<file path="src/rtl/fpu_defines_pkg.sv">
// rtl/fpu_defines_pkg.sv - FPU operation identifiers shared by the FPU bank
package fpu_defines_pkg;

  typedef enum logic [3:0] {
    NOOP      = 4'd0,
    LINEAR_FW = 4'd1,
    LINEAR_BW = 4'd2,
    CONV_FW   = 4'd3,
    ADD       = 4'd4,
    MUL       = 4'd5
  } op_id;

endpackage

</file>
<file path="src/rtl/fpu_sched_pkg.sv">
// rtl/fpu_sched_pkg.sv - job descriptor types and slot states for the FPU job scheduler
package fpu_sched_pkg;

  import fpu_defines_pkg::op_id;

  localparam int REGION_W = 23;

  typedef struct packed {
    logic [REGION_W-1:0] region_begin;
    logic [REGION_W-1:0] region_end;
  } fpu_region_t;

  typedef struct packed {
    op_id        op;
    fpu_region_t a;
    fpu_region_t b;
    fpu_region_t c;
    fpu_region_t d;
  } fpu_job_t;

  typedef enum logic [1:0] {
    IDLE  = 2'd0,
    RUN   = 2'd1,
    DRAIN = 2'd2
  } slot_state_e;

endpackage

</file>
<file path="src/rtl/fpu_job_fifo.sv">
// rtl/fpu_job_fifo.sv - synchronous job FIFO with registered storage and head read
module fpu_job_fifo #(
  parameter int WIDTH = 8,
  parameter int DEPTH = 8
) (
  input  logic                     clk,
  input  logic                     rst,
  input  logic                     push_i,
  input  logic [WIDTH-1:0]         data_i,
  input  logic                     pop_i,
  output logic [WIDTH-1:0]         head_o,
  output logic                     full_o,
  output logic                     empty_o,
  output logic [$clog2(DEPTH):0]   count_o
);

  localparam int AW = $clog2(DEPTH);
  localparam int CW = AW + 1;

  logic [WIDTH-1:0] mem_q [DEPTH];
  logic [AW-1:0]    wr_q;
  logic [AW-1:0]    rd_q;
  logic [CW-1:0]    count_q;
  logic             push_en;
  logic             pop_en;

  // Fullness is judged before any same-cycle pop, so a pop never makes room for a push.
  assign push_en = push_i && !full_o;
  assign pop_en  = pop_i && !empty_o;

  assign full_o  = (count_q == CW'(DEPTH));
  assign empty_o = (count_q == '0);
  assign count_o = count_q;
  assign head_o  = mem_q[rd_q];

  always_ff @(posedge clk or posedge rst) begin
    if (rst) begin
      wr_q    <= '0;
      rd_q    <= '0;
      count_q <= '0;
    end else begin
      if (push_en) wr_q <= wr_q + AW'(1);
      if (pop_en)  rd_q <= rd_q + AW'(1);
      count_q <= count_q + CW'(push_en) - CW'(pop_en);
    end
  end

  always_ff @(posedge clk) begin
    if (push_en) mem_q[wr_q] <= data_i;
  end

endmodule

</file>
<file path="src/rtl/fpu_job_scheduler.sv">
// rtl/fpu_job_scheduler.sv - round-robin dispatch of queued FPU jobs to NUM_JM job managers
// Optional FPU_SCHED_STATS_EN adds saturating stall_cycles/busy_cycles counters.
module fpu_job_scheduler
  import fpu_sched_pkg::*;
#(
  parameter int NUM_JM     = 4,
  parameter int FIFO_DEPTH = 8
) (
  input  logic                  clk,
  input  logic                  rst,
  input  logic                  job_valid,
  output logic                  job_ready,
  input  fpu_job_t              job_in,
  output logic [NUM_JM-1:0]     jm_avail,
  output fpu_job_t [NUM_JM-1:0] jm_job,
  input  logic [NUM_JM-1:0]     jm_done,
  output logic                  idle,
  output logic [15:0]           jobs_done
`ifdef FPU_SCHED_STATS_EN
  ,
  output logic [31:0]           stall_cycles,
  output logic [31:0]           busy_cycles
`endif
);

  localparam int PW = (NUM_JM > 1) ? $clog2(NUM_JM) : 1;
  localparam int JW = $bits(fpu_job_t);
  localparam int CW = $clog2(FIFO_DEPTH) + 1;

  slot_state_e           state_q [NUM_JM];
  slot_state_e           state_d [NUM_JM];
  fpu_job_t [NUM_JM-1:0] job_q;
  logic [PW-1:0]         rr_q;
  logic [PW-1:0]         rr_d;
  logic [PW-1:0]         sel;
  logic [PW-1:0]         idx;
  logic [NUM_JM-1:0]     idle_mask;
  logic                  found;
  logic                  dispatch;
  logic                  all_idle;
  logic [3:0]            n_done;
  logic [15:0]           jobs_done_q;
  logic                  fifo_full;
  logic                  fifo_empty;
  logic [CW-1:0]         fifo_count;
  logic [JW-1:0]         fifo_head;

  fpu_job_fifo #(
    .WIDTH (JW),
    .DEPTH (FIFO_DEPTH)
  ) u_fifo (
    .clk     (clk),
    .rst     (rst),
    .push_i  (job_valid),
    .data_i  (job_in),
    .pop_i   (dispatch),
    .head_o  (fifo_head),
    .full_o  (fifo_full),
    .empty_o (fifo_empty),
    .count_o (fifo_count)
  );

  always_comb begin
    int j;
    found = 1'b0;
    sel   = '0;
    idx   = '0;
    j     = 0;
    for (int k = 0; k < NUM_JM; k++) begin
      j = int'(rr_q) + k;
      if (j >= NUM_JM) j = j - NUM_JM;
      idx = PW'(j);
      if (!found && idle_mask[idx]) begin
        found = 1'b1;
        sel   = idx;
      end
    end
  end

  assign dispatch = found && !fifo_empty;

  always_comb begin
    rr_d = rr_q;
    if (dispatch) rr_d = (int'(sel) == NUM_JM - 1) ? '0 : sel + PW'(1);
  end

  // DRAIN is the mandatory low cycle of avail between two jobs on the same manager.
  always_comb begin
    n_done   = '0;
    all_idle = 1'b1;
    for (int i = 0; i < NUM_JM; i++) begin
      state_d[i]   = state_q[i];
      idle_mask[i] = (state_q[i] == IDLE);
      jm_avail[i]  = (state_q[i] == RUN);
      if (state_q[i] != IDLE) all_idle = 1'b0;
      case (state_q[i])
        IDLE: if (dispatch && sel == PW'(i)) state_d[i] = RUN;
        RUN: begin
          if (jm_done[i]) begin
            state_d[i] = DRAIN;
            n_done     = n_done + 4'd1;
          end
        end
        default: state_d[i] = IDLE;
      endcase
    end
  end

  always_ff @(posedge clk or posedge rst) begin
    if (rst) begin
      for (int i = 0; i < NUM_JM; i++) state_q[i] <= IDLE;
      job_q       <= '0;
      rr_q        <= '0;
      jobs_done_q <= '0;
    end else begin
      for (int i = 0; i < NUM_JM; i++) state_q[i] <= state_d[i];
      if (dispatch) job_q[sel] <= fifo_head;
      rr_q        <= rr_d;
      jobs_done_q <= jobs_done_q + 16'(n_done);
    end
  end

  assign jm_job    = job_q;
  assign jobs_done = jobs_done_q;
  assign job_ready = !fifo_full;
  assign idle      = (fifo_count == '0) && all_idle;

`ifdef FPU_SCHED_STATS_EN
  logic [31:0] stall_q;
  logic [31:0] busy_q;
  logic        any_run;

  always_comb begin
    any_run = 1'b0;
    for (int i = 0; i < NUM_JM; i++) begin
      if (state_q[i] == RUN) any_run = 1'b1;
    end
  end

  always_ff @(posedge clk or posedge rst) begin
    if (rst) begin
      stall_q <= '0;
      busy_q  <= '0;
    end else begin
      if (any_run && busy_q != '1) busy_q <= busy_q + 32'd1;
      if (!fifo_empty && !found && stall_q != '1) stall_q <= stall_q + 32'd1;
    end
  end

  assign stall_cycles = stall_q;
  assign busy_cycles  = busy_q;
`endif

endmodule

</file>
<file path="config.mk">
export PLATFORM = sky130hd
export DESIGN_NAME = fpu_job_scheduler
export DESIGN_NICKNAME = d
export VERILOG_FILES = /design/src/rtl/fpu_defines_pkg.sv /design/src/rtl/fpu_sched_pkg.sv /design/src/rtl/fpu_job_fifo.sv /design/src/rtl/fpu_job_scheduler.sv
export SDC_FILE = /design/constraint.sdc
export NUM_CORES = 2
export LEC_CHECK = 0
export ABC_CLOCK_PERIOD_IN_PS = 65700
export CAP_MARGIN = 15
export CORE_AREA = 3 3 464 466
export DETAILED_ROUTE_END_ITERATION = 8
export DIE_AREA = 0 0 467 469
export GPL_ROUTABILITY_DRIVEN = 1
export PLACE_DENSITY = 0.65
export SLEW_MARGIN = 20
export SYNTH_ARGS = -nofsm -noshare
export SYNTH_HDL_FRONTEND = slang
export SYNTH_SLANG_ARGS = --single-unit
</file>
<file path="constraint.sdc">
create_clock -name clk -period 65.7 [get_ports clk]
set_clock_uncertainty 0.1 [all_clocks]
set_input_delay 6.57 -clock clk [delete_from_list [all_inputs] [get_ports clk]]
set_output_delay 6.57 -clock clk [all_outputs]
set_load 0.005 [all_outputs]
</file>
==> impl_metrics.env <==
export IMPL_outcome="finished, final reports clean"
export IMPL_numCtsBuffers=226
export IMPL_dieArea_sq_um=219000
export IMPL_drtIter0Drc=3663
export IMPL_worst_pin_slew_ns=1.16
export IMPL_htreeDepth=4
export IMPL_seq_area_sq_um=64900
export IMPL_synth_edf_count=1504
export IMPL_vdd_drop_max_mv=0.0398
export IMPL_tritoncts="built"
export IMPL_dieHeight_um=469
export IMPL_drc_errors=0
export IMPL_detail_route_antenna_nets=0
export IMPL_dr_total_vias=45800
export IMPL_portBuffers=968
export IMPL_placementRows=169
export IMPL_clock_sinks=2292
export IMPL_met1_usage_pct=25.5
export IMPL_fillCellCount=17500
export IMPL_setup_viol=0
export IMPL_wire_per_inst_um=24.1
export IMPL_max_freq_ghz=0.0975
export IMPL_ys_ff_latch=2292
export IMPL_synthDistinctLibCells=41
export IMPL_met3_usage_pct=4.64
export IMPL_seq_power_share_pct=39.1
export IMPL_tns_ns=0
export IMPL_start_kind="primary input"
export IMPL_multi_input_area_sq_um=18200
export IMPL_clockPowerShare_pct=23.7
export IMPL_ys_async_sr_fraction_pct=34.4
export IMPL_cts_max_path_buffers=3
export IMPL_synth_flop_cell="edfxtp_1"
export IMPL_period_needed_ns=10.26
export IMPL_min_path_type="flop to flop"
export IMPL_dp_cells=8403
export IMPL_power_density_nw_per_um2=52.2
export IMPL_grt_pass1_vias=46400
export IMPL_ys_warn_count=0
export IMPL_grt_max_degree=133
export IMPL_rsz0062_at_grt="no"
export IMPL_layout_commonest_cell="edfxtp_1"
export IMPL_reg2reg_setup_slack_ns=60.36
export IMPL_ys_seq_area_share_pct=76.8
export IMPL_p_switching_mw=1.90
export IMPL_grt_pass1_wl_um=314000
export IMPL_avgSynthCellArea_sq_um=17.6
export IMPL_gp_congestion=0.829
export IMPL_layout_cells_non_filler=8854
export IMPL_hpwl_um=138000
export IMPL_final_util_pct=49.5
export IMPL_fin_crit_sh_pct=15.6
export IMPL_antenna_found_initial=81
export IMPL_crit_required_ns=66.47
export IMPL_start_util_pct=39.9
export IMPL_die_w_um=467
export IMPL_io_pins=969
export IMPL_syn_inst=4802
export IMPL_globalRouteTotalUtil_pct=19.2
export IMPL_use_met2_pct=31.4
export IMPL_root_buffer="clkbuf_16"
export IMPL_via_per_inst=5.17
export IMPL_final_cell_mix="edfxtp_1, clkdlybuf4s50_1, dfrtp_1, nand2_1, o21ai_0"
export IMPL_drt_wl_total_um=213000
export IMPL_crit_fanout=116
export IMPL_cts_clk_slew_worst_paths_ns=0.07
export IMPL_core_area_sq_um=212000
export IMPL_postSynthNetCount=5018
export IMPL_final_layout_size_suffix_gt1_share_pct=14.0
export IMPL_overflow=0
export IMPL_final_hold_violation_count=0
export IMPL_power_internal_mw=3.57
export IMPL_fin_nets=6026
export IMPL_combPwrFrac_pct=37.1
export IMPL_post_cts_resized=0
export IMPL_drv_slew=0
export IMPL_power_mw=5.47
export IMPL_drv_cap=0
export IMPL_firstDrtPassIters=6
export IMPL_top_usage_layer="met2"
export IMPL_insertion_delay_ns=0.85
export IMPL_cp_end_kind="asynchronous set/reset pin"
export IMPL_area_delta_synth_final_pct=24.0
export IMPL_leakagePower_nw=38.3
export IMPL_postCtsHoldBufs=0
export IMPL_switching_share_pct=34.7
export IMPL_critPathKind="primary input to asynchronous set/reset pin"
export IMPL_post_cts_buffers=0
export IMPL_arrival_ns=11.02
export IMPL_synth_area_sq_um=84500
export IMPL_slew_headroom_pct=22.7
[per-stage QoR]
step           worst slack, ns  instance area (sq um)  hold slack [ns]
2_1_floorplan            36.90                  84500            0.368
3_3_place_gp             54.44                  97000            0.362
3_5_place_dp             54.36                  97000            0.369
4_1_cts                  55.37                 105000            0.383
5_1_grt                  54.87                 105000            0.395
6_report                 55.44                 105000            0.378
[final cells by class]
class	count	area share, %
diodes	27	0.0645
clock buffers	330	6.22
clock inverters	94	1.08
inverters	18	0.0717
multi-input cells	2218	17.3
flip-flops and latches	2292	61.9
well taps	2821	3.37
repair buffers	1054	9.92
[cells in the mapped netlist, types with 6 or more instances]
library cell     n  share of area [%]
nand3_1          6              0.036
xnor2_1         16               0.17
o21ai_0        758                4.5
clkbuf_1        96               0.43
xor2_1           6              0.062
mux2i_1        189                2.2
nor2_1          16              0.071
edfxtp_1      1504                 53
nand2_1        775                3.4
buf_4           53               0.47
buf_2           99               0.59
ha_1            19               0.28
inv_1           18              0.080
mux4_2         376                 10
buf_6           22               0.29
dfrtp_1        788                 23
[power by group through the flow]
stage	Combinational, mW	Clock [mW]	Sequential [mW]
6_report	2.03	1.30	2.14
5_1_grt	2.24	1.39	2.17
4_1_cts	2.08	1.33	2.14
3_5_place_dp	2.07	0	2.16
3_3_place_gp	2.03	0	2.15
2_1_floorplan	1.11	0	2.18
[cell families after synthesis]
logic type,after synthesis,synth area share [%]
XOR/XNOR,22,0.228
AND/OR/NAND/NOR,830,3.80
flip-flops,2292,76.8
multiplexers,568,12.3
buffers and inverters,292,1.87
AO/OA/AOI/OAI,777,4.69
adder cells (fa/ha/maj),21,0.329
[worst max-delay path: stages]
cell	delay (ns)
clkdlybuf4s50_1	0.50
inv_8	0.58
buf_4	0.83
buf_4	0.69
buf_4	0.75
buf_4	0.82
[final timing paths]
path                                                  to                  startpoint  depth (start not counted)
min                              jm_job[731]$_DFFE_PP0P_     jm_job[731]$_DFFE_PP0P_                          2
max reg2reg                      jm_job[116]$_DFFE_PP0P_  u_fifo.rd_q[1]$_DFFE_PP0P_                          6
min reg2reg                      jm_job[731]$_DFFE_PP0P_     jm_job[731]$_DFFE_PP0P_                          2
min in group asynchronous        jobs_done[15]$_DFF_PP0_                         rst                          2
max in group clk           u_fifo.mem_q[0][23]$_DFFE_PP_                   job_valid                          8
max                              jm_job[413]$_DFFE_PP0P_                         rst                          6
[routing by layer]
metal / vias to the layer above / part of all wire, %
li1: 20200 / -
met1: 23700 / 41
met2: 1468 / 50
met3: 381 / 6.5
met4: 44 / 2.7
met5: - / 0.15
[state kept, by name, indices dropped and copies added (netlist names)]
register / flops
jm_job: 752
jobs_done: 16
rr_q: 2
state_q: 8
u_fifo.count_o: 4
u_fifo.mem_q: 1504
u_fifo.rd_q: 3
u_fifo.wr_q: 3
Note: power is estimated with default switching activity, not from simulation.
